### src/rtl/jtframe_rom_arb.sv
// Four-slot ROM read arbiter with a one-word cache per slot in front of the SDRAM read port.
// Define JTFRAME_ROM_RR_EN for round-robin arbitration; default is fixed priority, slot 0 first.
module jtframe_rom_arb #(
  parameter int unsigned AW   = 22,
  parameter int unsigned TOUT = 255
) (
  input  logic            clk_rom,
  input  logic            rst_n,
  input  logic            downloading,
  input  logic [3:0]      slot_cs,
  input  logic [4*AW-1:0] slot_addr,
  output logic [4*32-1:0] slot_dout,
  output logic [3:0]      slot_ok,
  output logic            sdram_req,
  output logic [AW-1:0]   sdram_addr,
  input  logic            sdram_ack,
  input  logic [31:0]     data_read,
  input  logic            data_rdy,
  input  logic            loop_rst,
  output logic            refresh_en
);

  localparam logic [1:0] IDLE = 2'd0;
  localparam logic [1:0] REQ  = 2'd1;
  localparam logic [1:0] WAIT = 2'd2;
  localparam logic [7:0] TOUT_C = 8'(TOUT);

  logic [1:0]    state_q, state_d;
  logic          req_q, req_d;
  logic [AW-1:0] addr_q, addr_d;
  logic [AW-1:0] fetch_q, fetch_d;
  logic [1:0]    gnt_q, gnt_d;
  logic [7:0]    cnt_q, cnt_d;
  logic [3:0]    ok_q;
  logic [3:0]    cvalid_q;
  logic [AW-1:0] caddr_q [4];
  logic [31:0]   cdata_q [4];

  logic [AW-1:0] addr_arr [4];
  logic [3:0]    hit, miss;
  logic [1:0]    win;
  logic          launch, cwr;

  always_comb begin
    for (int n = 0; n < 4; n++) begin
      addr_arr[n] = slot_addr[n*AW +: AW];
      hit[n]      = slot_cs[n] & cvalid_q[n] & (addr_arr[n] == caddr_q[n]);
    end
  end

  assign miss   = slot_cs & ~hit;
  assign launch = (state_q == IDLE) & (|miss) & ~downloading;

`ifdef JTFRAME_ROM_RR_EN
  logic [1:0] ptr_q;

  // Search starts at the slot after the last winner; ptr_q + 0 is tried last.
  always_comb begin
    logic       found;
    logic [1:0] idx;
    win   = 2'd0;
    found = 1'b0;
    idx   = 2'd0;
    for (int k = 1; k <= 4; k++) begin
      idx = ptr_q + 2'(k);
      if (!found && miss[idx]) begin
        win   = idx;
        found = 1'b1;
      end
    end
  end

  always_ff @(posedge clk_rom) begin
    if (!rst_n) begin
      ptr_q <= 2'd0;
    end else if (launch) begin
      ptr_q <= win;
    end
  end
`else
  always_comb begin
    win = 2'd0;
    for (int n = 3; n >= 0; n--) begin
      if (miss[n]) win = 2'(n);
    end
  end
`endif

  always_comb begin
    state_d = state_q;
    req_d   = req_q;
    addr_d  = addr_q;
    fetch_d = fetch_q;
    gnt_d   = gnt_q;
    cnt_d   = cnt_q;
    cwr     = 1'b0;
    case (state_q)
      IDLE: begin
        if (launch) begin
          gnt_d   = win;
          fetch_d = addr_arr[win];
          addr_d  = addr_arr[win];
          req_d   = 1'b1;
          state_d = REQ;
        end
      end
      REQ: begin
        if (loop_rst) begin
          req_d   = 1'b0;
          state_d = IDLE;
        end else if (sdram_ack) begin
          req_d   = 1'b0;
          cnt_d   = 8'd0;
          state_d = WAIT;
        end
      end
      WAIT: begin
        // loop_rst outranks data_rdy: a restarted controller's data is stale.
        if (loop_rst) begin
          state_d = IDLE;
        end else if (data_rdy) begin
          cwr     = 1'b1;
          state_d = IDLE;
        end else if (cnt_q == TOUT_C) begin
          req_d   = 1'b1;
          state_d = REQ;
        end else begin
          cnt_d = cnt_q + 8'd1;
        end
      end
      default: begin
        req_d   = 1'b0;
        state_d = IDLE;
      end
    endcase
    if (downloading) begin
      state_d = IDLE;
      req_d   = 1'b0;
      cwr     = 1'b0;
    end
  end

  always_ff @(posedge clk_rom) begin
    if (!rst_n) begin
      state_q  <= IDLE;
      req_q    <= 1'b0;
      addr_q   <= '0;
      fetch_q  <= '0;
      gnt_q    <= 2'd0;
      cnt_q    <= 8'd0;
      ok_q     <= 4'd0;
      cvalid_q <= 4'd0;
      for (int n = 0; n < 4; n++) begin
        caddr_q[n] <= '0;
        cdata_q[n] <= '0;
      end
    end else begin
      state_q <= state_d;
      req_q   <= req_d;
      addr_q  <= addr_d;
      fetch_q <= fetch_d;
      gnt_q   <= gnt_d;
      cnt_q   <= cnt_d;
      ok_q    <= downloading ? 4'd0 : hit;
      if (downloading) begin
        cvalid_q <= 4'd0;
      end else if (cwr) begin
        // Cache the address that was fetched, not the slot's live address.
        cvalid_q[gnt_q] <= 1'b1;
        caddr_q[gnt_q]  <= fetch_q;
        cdata_q[gnt_q]  <= data_read;
      end
    end
  end

  always_comb begin
    for (int n = 0; n < 4; n++) slot_dout[n*32 +: 32] = cdata_q[n];
  end

  assign slot_ok    = ok_q;
  assign sdram_req  = req_q;
  assign sdram_addr = addr_q;
  assign refresh_en = downloading | ((state_q == IDLE) & ~(|miss));

endmodule

### config.mk
export PLATFORM = sky130hd
export DESIGN_NAME = jtframe_rom_arb
export DESIGN_NICKNAME = d
export VERILOG_FILES = /design/src/rtl/jtframe_rom_arb.sv
export SDC_FILE = /design/constraint.sdc
export NUM_CORES = 1
export LEC_CHECK = 0
export BUFFER_PORTS_ARGS = -buffer_cell sky130_fd_sc_hd__buf_2
export CAP_MARGIN = 20
export CORE_UTILIZATION = 40
export DETAILED_ROUTE_END_ITERATION = 16
export SLEW_MARGIN = 15
export SYNTH_ARGS = -nofsm -noshare
export SYNTH_HDL_FRONTEND = slang
export SYNTH_SLANG_ARGS = --single-unit
### constraint.sdc
create_clock -name clk_rom -period 6 [get_ports clk_rom]
set_clock_uncertainty 0.1 [all_clocks]
set_input_delay 0.6 -clock clk_rom [delete_from_list [all_inputs] [get_ports clk_rom]]
set_output_delay 0.6 -clock clk_rom [all_outputs]
set_load 0.02 [all_outputs]
==> flow_summary_export.csv, run 1 <==
group,metric,value,unit
yosys,synth_cell_types,57,
sta,hold_viol_final,0,
floorplan,die_width,170,um
yosys,ys_warn_count,0,
global_route,grt_pass1_vias,8445,
power_and_ir_drop,ir_drop,0.000348,V
global_route,overflow,0,
placed_design,finalWeightedCongestion,0.876,
yosys,ys_seq_area_frac,0.649,
setup_path,path_delay_family,"simple AND/OR/NAND/NOR gates",
setup_path,cp.arrival,3.06,ns
cts,clk_latency,0.55,ns
drt,drc_errors,0,
yosys,ys.flop_type,"edfxtp_1",
global_route,gr-usage-met1,0.315,
setup_path,cp_max_fo,10,
cells_and_area,final_cell_area,14100,um^2
cts,cts.reportedPaths.clkPinSlew,0.06,ns
drt,dr_total_vias,8463,
sta,slew_headroom,0.291,
cells_and_area,nets,1365,
drt,antenna_left,0,
floorplan,start_util,0.407,
sta,setup_viol,0,
power_and_ir_drop,power_leakage,6.11,nW
yosys,syn_area,11300,um^2
sta,worst_hold_slack,0.243,ns
yosys,synth-async-reset-ratio,0,
floorplan,die_area,29000,um^2
sta,fmax,266,MHz
power_and_ir_drop,p_per_area,301,nW/um^2
drt,dr.first_iter.drc_count,599,
cts,clockBufferDepth,3,
drt,firstDrtPassIters,5,
sta,period_needed,3.76,ns
floorplan,dieHeight,170,um
sta,slew_violations,0,
floorplan,core_area,27800,um^2
placed_design,placed_cells,1581,
placed_design,preCtsSetupSlack,2.37,ns
sta,finalSetupTns,0,ns
setup_path,crit_chain,"xor2_1, nor4_1, nand4_2, o21a_1, nor2_1, a41o_1, buf_2",
cells_and_area,drive_gt1_frac,0.286,
global_route,grtUsageMet3,0.0691,
cts,post_cts_buffers,0,
floorplan,pin_count,286,
global_route,grt_pass1_wl,51200,um
status,status,"finished, final reports clean",
drt,totalWireLength,34800,um
sta,tightest_slew,1.06,ns
min_path,hp-class,"in -> reg",
setup_path,crit_slowest_cell,"nor4_1",
global_route,grt_max_degree,57,
drt,viasPerCell,5.16,
setup_path,critPathMaxStageDelay,0.65,ns
yosys,syn_area_per_cell,11.9,um^2
placed_design,placed_area,13200,um^2
flow_run,drv_cap,0,
cts,hold_buffers,0,
setup_path,critPathKind,"reg -> out",
yosys,synthCells,949,
global_route,grt_antenna_before_repair,11,
sta,period_share,0.626,
global_route,top_usage_layer,"met2",
cts,htreeDepth,1,
placed_design,dpl.hpwl,24700,um
cts,cts_tree,"done",
global_route,use_met2,0.390,
cts,cts-buffers-inserted,29,
setup_path,worst_ep_required_time,5.30,ns
global_route,track_usage,0.241,
floorplan,placementRows,61,
cells_and_area,nFillCells,2523,
placed_design,io_buffers,285,
cells_and_area,fin_cells,1640,
setup_path,crit_buf_inv,1,
setup_path,end_kind,"output pin",
drt,wire_per_inst,21.2,um
cts,root_buffer,"clkbuf_16",
cts,cts_resized,0,
yosys,synth-edff-count,216,
cts,clock-sinks,259,
sta,rsz0062_at_grt,"no",
sta,setup_ws,2.24,ns
yosys,syn_nets,1080,
cells_and_area,area_growth,24.9,%
setup_path,cp-start-kind,"flop",
yosys,synth-seq-cells,259,
routing by layer:
layer  share of wire  vias up
met5          0.0019        -
met4           0.020       10
met3           0.096       56
met2            0.47      394
met1            0.42     4044
li1                -     3959
where the power goes:
| group | switching [mW] | internal, mW |
|---|---|---|
| Clock | 0.717 | 1.08 |
| Sequential | 0.0344 | 2.01 |
| Combinational | 0.280 | 0.129 |
| Total | 1.03 | 3.22 |
flip-flops by register name, indices dropped and copies added, names as in the netlist:
signal	flops
sdram_req	1
cdata_q	128
fetch_q	22
caddr_q	88
gnt_q	2
slot_ok	4
state_q	2
cnt_q	8
cvalid_q	4
stage by stage:
stage	power (mW)	utilization
after detailed placement	2.49	0.474
after floorplan	2.29	-
after global routing	4.37	0.509
final	4.25	0.509
after global placement	2.48	0.474
after CTS	4.28	0.508
Yosys cell counts, types with 7 or more instances:
master	number	share of area
dfxtp_1	43	0.076
clkbuf_1	37	0.012
a31oi_1	22	0.012
o31a_1	10	0.0077
a22o_1	7	0.0054
xnor2_1	23	0.018
or4_1	11	0.0073
nor4_1	17	0.0094
a221o_1	7	0.0062
o21ai_0	21	0.0093
edfxtp_1	216	0.57
nor2_1	144	0.048
nand3_1	16	0.0071
inv_1	64	0.021
xor2_1	71	0.055
nand2_1	68	0.023
a21oi_1	9	0.0040
o211ai_1	17	0.011
and2_1	40	0.022
and3_1	9	0.0050
nand4_1	18	0.010
cells in the final DEF, fill, tap and decap left out, types with 7 or more instances in the layout:
cell	instances
buf_4	15
clkbuf_1	10
dfxtp_1	43
o211ai_1	17
xor2_1	71
a22o_1	7
o31a_1	10
inv_1	64
o21ai_0	19
nand2_1	66
and2_1	40
nor4_1	17
a31oi_1	22
clkbuf_16	29
or4_1	11
nor2_1	143
nand4_1	18
edfxtp_1	216
nand3_1	16
xnor2_1	23
a221o_1	7
and3_1	9
a21oi_1	9
buf_2	285
layout make-up:
type                            instances  area, um^2  area share
Antenna cell                            6        15.0     0.00106
Clock buffer                           41         791      0.0559
Sequential cell                       259        7350       0.520
Tap cell                              378         473      0.0335
Timing Repair Buffer                  300        1540       0.109
Clock inverter                         12         161      0.0114
Multi-Input combinational cell        580        3570       0.253
Inverter                               64         240      0.0170
worst min-delay path, stage by stage:
cell     delay (ns)
buf_2          0.11
nand3_1        0.06
a31oi_1        0.07
final timing paths:
| path | startpoint | to | slack [ns] | depth (start not counted) |
|---|---|---|---|---|
| max | caddr_q[0][8] | refresh_en | 2.24 | 7 |
| min | slot_addr[68] | fetch_q[2] | 0.24 | 3 |
| max reg2reg | state_q[1] | cdata_q[1][16] | 2.46 | 5 |
| min reg2reg | cnt_q[1] | cnt_q[1] | 0.37 | 2 |
logic make-up (layout without fill, tap and decap cells):
family | after synthesis | count (layout) | synth area share
mux | 6 | 6 | 0.00531
simple gates | 359 | 359 | 0.154
flops | 259 | 259 | 0.649
buf+inv | 110 | 417 | 0.0384
fa+ha+maj | 1 | 1 | 0.00111
other cells | 0 | 6 | 0
xor+xnor | 94 | 94 | 0.0728
compound gates | 120 | 120 | 0.0788
(Power assumes the default switching activity.)
==> run 2, diff against run 1 <==
==> constraint.sdc (replaced) <==
create_clock -name clk_rom -period 3.8 [get_ports clk_rom]
set_clock_uncertainty 0.1 [all_clocks]
set_input_delay 0.38 -clock clk_rom [delete_from_list [all_inputs] [get_ports clk_rom]]
set_output_delay 0.38 -clock clk_rom [all_outputs]
set_load 0.02 [all_outputs]
==> run 2 against run 1 <==
Effect of this change:
- sequential power is 58% higher
- design area stayed put
- worst setup slack worse by 1.9 ns
- largest power group unchanged
- die area stayed put
- worst hold slack worse by 0.22 ns
- final cell count is 0.30% higher
- routed wire length hardly changed
- highest routed layer unchanged
- non-clock buffer count is 8 higher
- global-route usage is 0.25 points lower
==> flow_summary_export.csv, run 2 (synthesized netlist as in run 1, its figures left out) <==
group,metric,value,unit
setup_path,path_delay_family,"compound AO/OA/AOI/OAI gates",
cts,clockBufferDepth,3,
cts,cts-buffers-inserted,29,
cts,clk_latency,0.56,ns
cts,root_buffer,"clkbuf_16",
global_route,grt_antenna_before_repair,8,
drt,dr_total_vias,8530,
setup_path,critPathMaxStageDelay,0.53,ns
sta,rsz0062_at_grt,"no",
floorplan,dieHeight,170,um
global_route,overflow,0,
setup_path,cp.arrival,2.99,ns
min_path,min_path_cells,2,
setup_path,cp_max_fo,8,
placed_design,finalWeightedCongestion,0.921,
placed_design,dpl.hpwl,24500,um
power_and_ir_drop,p_per_area,454,nW/um^2
cells_and_area,nets,1373,
placed_design,io_buffers,285,
cells_and_area,layout_commonest_cell,"buf_2",
setup_path,r2r_start,"caddr_q[1][21]",
drt,totalWireLength,34800,um
cells_and_area,top_regs,"cdata_q x128, caddr_q x88, fetch_q x22",
setup_path,cp-start-kind,"flop",
sta,finalSetupTns,0,ns
cts,clock-sinks,259,
status,status,"finished, final reports clean",
setup_path,rrSetupSlack,0.86,ns
setup_path,critPathKind,"reg -> out",
setup_path,rr_worst_depth,7,
floorplan,placementRows,61,
global_route,grt_pass1_wl,50800,um
cts,post_cts_buffers,0,
global_route,track_usage,0.238,
drt,wire_per_inst,21.1,um
sta,period_share,0.913,
setup_path,rr_endpoint,"fetch_q[7]",
floorplan,die_area,29000,um^2
sta,period_needed,3.47,ns
sta,tightest_slew,0.920,ns
setup_path,worst_ep_required_time,3.32,ns
global_route,grt_pass1_vias,8333,
floorplan,start_util,0.407,
cells_and_area,largest_register_ffs,128,
sta,slew_headroom,0.386,
setup_path,crit_slowest_cell,"o21ai_0",
sta,hold_viol_final,0,
min_path,min_from,"data_read[23]",
drt,drc_errors,0,
cts,cts_tree,"done",
setup_path,crit_buf_inv,2,
sta,slew_violations,0,
cells_and_area,drive_gt1_frac,0.291,
cts,cts.reportedPaths.clkPinSlew,0.06,ns
sta,worst_hold_slack,0.0209,ns
cts,htreeDepth,1,
cts,hold_buffers,0,
cts,cts_resized,0,
cells_and_area,layout_common_cells,"buf_2 (285), edfxtp_1 (216), nor2_1 (143)",
drt,dr.first_iter.drc_count,680,
floorplan,core_area,27800,um^2
setup_path,crit_chain,"xnor2_1, nand4_1, or4_1, o21ai_0, buf_4, a41o_1, buf_2",
drt,firstDrtPassIters,5,
setup_path,startpoint,"caddr_q[2][18]",
min_path,hp-class,"in -> reg",
sta,setup_viol,0,
power_and_ir_drop,power_leakage,6.12,nW
cells_and_area,area_growth,24.9,%
floorplan,pin_count,286,
flow_run,drv_cap,0,
global_route,grt_max_degree,56,
sta,fmax,288,MHz
floorplan,die_width,170,um
drt,antenna_left,0,
drt,viasPerCell,5.19,
min_path,hold_end,"cdata_q[1][23]",
setup_path,end_kind,"output pin",
cells_and_area,regMostFlops,"cdata_q",
power_and_ir_drop,ir_drop,0.000312,V
==> run 2: changes by cell type in the layout (fill, tap and decap cells not counted), sizes merged, moves of 3 or more <==
| cell | delta |
|---|---|
| clkbuf | -7 |
| diode | -3 |
| buf | +8 |
| bufinv | -4 |
| clkinv | +7 |
==> run 2: per-stage QoR <==
step                      setup WS (ns)  cells  power [mW]  utilization  area (um^2)
after floorplan                  -0.205    949        3.62            -        11300
after global placement            0.812   1589        3.94        0.478        13300
after detailed placement          0.788   1589        3.94        0.478        13300
after CTS                         0.341   1642        6.46        0.509        14100
after global routing              0.256   1643        6.63        0.509        14100
final                             0.331   1645        6.41        0.509        14100
==> run 2: per-layer routing <==
layer  track usage  wire length (um)  vias to the layer above
met5             0                68                        -
met4        0.0717               903                       10
met3        0.0605              3160                       72
met2         0.385             16200                      392
met1         0.315             14500                     4085
li1              -                 -                     3971
==> run 2: worst register-to-register path, stage by stage, from the launching register on <==
cell and delay, ns:
edfxtp_1 0.38, xnor2_1 0.45, nor4bb_1 0.33, and4_1 0.24
a21boi_1 0.27, buf_4 0.28, a2111oi_4 0.56, a31oi_1 0.17
==> run 2: layout make-up <==
cell class,instances,area (um^2)
Multi-Input combinational cell,580,3570
Clock inverter,19,105
Tap cell,378,473
Inverter,64,240
Sequential cell,259,7350
Timing Repair Buffer,308,1650
Clock buffer,34,744
Fill cell,2583,13600
Antenna cell,3,7.51
==> run 2: worst max path at each step <==
stage / to / cells past startpoint
2_1_floorplan: caddr_q[0][0] / 4
3_3_place_gp: refresh_en / 8
3_5_place_dp: refresh_en / 8
4_1_cts: refresh_en / 7
5_1_grt: refresh_en / 7
6_report: refresh_en / 7
==> run 2: where the power goes <==
| part | total (mW) | internal (mW) | switching (mW) |
|---|---|---|---|
| registers | 3.22 | 3.17 | 0.0540 |
| clock network | 2.53 | 1.40 | 1.13 |
| logic | 0.656 | 0.212 | 0.443 |
==> run 3, diff against run 2 <==
--- a/config.mk
+++ b/config.mk
@@ -9,6 +9,7 @@
 export CAP_MARGIN = 20
 export CORE_UTILIZATION = 40
 export DETAILED_ROUTE_END_ITERATION = 16
+export PLACE_DENSITY_LB_ADDON = 0.3
 export SLEW_MARGIN = 15
 export SYNTH_ARGS = -nofsm -noshare
 export SYNTH_HDL_FRONTEND = slang
==> run 3 against run 2 <==
Effect of this change:
- register-to-register slack worse by 0.06 ns
- global-route usage is 0.15 points lower
- sequential power hardly changed
==> flow_summary_export.csv, run 3 (synthesized netlist as in run 1, its figures left out) <==
group,metric,value,unit
status,status,"finished, final reports clean",
global_route,top_usage_layer,"met2",
global_route,grt_antenna_before_repair,9,
cts,hold_buffers,0,
global_route,grtUsageMet3,0.0698,
setup_path,cp-start-kind,"flop",
cts,cts-buffers-inserted,30,
power_and_ir_drop,power_leakage,6.13,nW
min_path,hold_end,"cdata_q[1][25]",
floorplan,die_area,29000,um^2
setup_path,r2r_start,"caddr_q[0][4]",
global_route,grt_max_degree,56,
cells_and_area,layout_common_cells,"buf_2 (285), edfxtp_1 (216), nor2_1 (143)",
cells_and_area,top_regs,"cdata_q x128, caddr_q x88, fetch_q x22",
global_route,overflow,0,
setup_path,crit_chain,"xnor2_1, nand4_1, or4_1, o21ai_1, buf_4, a41o_1, buf_2",
sta,tightest_slew,0.873,ns
sta,worst_hold_slack,0.0206,ns
drt,viasPerCell,5.23,
sta,slew_headroom,0.417,
drt,dr_total_vias,8600,
drt,antenna_left,0,
min_path,hp-class,"in -> reg",
cts,clockBufferDepth,3,
flow_run,drv_cap,0,
global_route,gr-usage-met1,0.304,
floorplan,core_area,27800,um^2
setup_path,worst_ep_required_time,3.32,ns
cells_and_area,area_growth,25.2,%
floorplan,start_util,0.407,
setup_path,cp_max_fo,7,
global_route,grt_pass1_vias,8452,
cells_and_area,regMostFlops,"cdata_q",
floorplan,die_width,170,um
min_path,min_path_cells,2,
setup_path,rr_worst_depth,8,
setup_path,critPathKind,"reg -> out",
min_path,min_from,"data_read[25]",
setup_path,crit_buf_inv,2,
global_route,use_met2,0.389,
placed_design,finalWeightedCongestion,0.953,
cells_and_area,drive_gt1_frac,0.285,
drt,dr.first_iter.drc_count,732,
cts,htreeDepth,1,
setup_path,end_kind,"output pin",
setup_path,rrSetupSlack,0.80,ns
sta,slew_violations,0,
sta,period_share,0.909,
cts,post_cts_buffers,0,
sta,period_needed,3.45,ns
drt,firstDrtPassIters,5,
setup_path,critPathMaxStageDelay,0.54,ns
sta,rsz0062_at_grt,"no",
global_route,track_usage,0.237,
sta,fmax,289,MHz
sta,hold_viol_final,0,
drt,drc_errors,0,
power_and_ir_drop,ir_drop,0.000466,V
sta,setup_viol,0,
power_and_ir_drop,p_per_area,459,nW/um^2
setup_path,cp.arrival,2.97,ns
cells_and_area,nets,1373,
floorplan,dieHeight,170,um
cts,cts.reportedPaths.clkPinSlew,0.06,ns
cts,cts_tree,"done",
cells_and_area,largest_register_ffs,128,
floorplan,placementRows,61,
cts,root_buffer,"clkbuf_16",
sta,finalSetupTns,0,ns
drt,wire_per_inst,20.9,um
drt,totalWireLength,34400,um
placed_design,io_buffers,285,
cts,clk_latency,0.55,ns
cts,clock-sinks,259,
global_route,grt_pass1_wl,50800,um
cells_and_area,layout_commonest_cell,"buf_2",
setup_path,path_delay_family,"compound AO/OA/AOI/OAI gates",
placed_design,dpl.hpwl,24200,um
cts,cts_resized,0,
setup_path,crit_slowest_cell,"o21ai_1",
setup_path,rr_endpoint,"fetch_q[3]",
floorplan,pin_count,286,
-- run 3: changes by cell type in the layout (fill, tap and decap cells not counted) --
cell / delta
clkinv_1: +2
clkinv_2: -4
buf_4: -1
clkinv_4: -1
clkbuf_16: +2
clkbuf_1: +3
clkinvlp_4: -2
bufinv_16: +1
diode_2: +2
clkinvlp_2: -1
inv_6: -2
-- run 3: worst max-delay path by stage --
stage                        startpoint             to  slack, ns  cells past startpoint
final                     caddr_q[3][7]     refresh_en       0.35                      7
after global routing      caddr_q[3][7]     refresh_en       0.26                      7
after CTS                 caddr_q[3][7]     refresh_en       0.30                      7
after detailed placement   slot_addr[4]     fetch_q[3]       0.71                      9
after global placement     slot_addr[4]     fetch_q[3]       0.80                      9
after floorplan              state_q[1]  caddr_q[0][0]      -0.21                      4
-- run 3: worst reg2reg max path, delay by kind of cell, from the launching register on --
family,cells,cell delay (ns)
AO/OA/AOI/OAI,3,0.49
XOR/XNOR,1,0.20
buffers and inverters,1,0.25
flip-flops,1,0.38
AND/OR/NAND/NOR,3,1.43
-- run 3: through the flow --
step / cell area (um^2) / utilization / instances / power, mW / worst slack, ns
5_1_grt: 14200 / 0.510 / 1640 / 6.71 / 0.260
4_1_cts: 14200 / 0.510 / 1639 / 6.54 / 0.301
6_report: 14200 / 0.510 / 1644 / 6.51 / 0.345
3_5_place_dp: 13300 / 0.478 / 1588 / 3.93 / 0.714
2_1_floorplan: 11300 / - / 949 / 3.62 / -0.205
3_3_place_gp: 13300 / 0.478 / 1588 / 3.93 / 0.799
-- run 3: where the power goes --
| part | switching (mW) | internal (mW) | leakage (nW) | total, mW |
|---|---|---|---|---|
| sequential | 0.0540 | 3.17 | 2.58 | 3.22 |
| combinational | 0.444 | 0.212 | 3.12 | 0.655 |
| clock | 1.09 | 1.54 | 0.432 | 2.63 |
| total | 1.59 | 4.92 | 6.13 | 6.51 |
-- run 3: area by class of cell --
| type | count | area (um^2) |
|---|---|---|
| Clock inverter | 12 | 76.3 |
| Tap cell | 378 | 473 |
| Fill cell | 2561 | 13600 |
| Multi-Input combinational cell | 580 | 3570 |
| Timing Repair Buffer | 307 | 1640 |
| Clock buffer | 39 | 806 |
| Inverter | 64 | 240 |
| Sequential cell | 259 | 7350 |
| Antenna cell | 5 | 12.5 |
-- run 3: per-layer routing --
layer / share of wire / wire [um]
met5: 0.0012 / 43
met4: 0.022 / 755
met3: 0.10 / 3530
met2: 0.47 / 16000
met1: 0.41 / 14100
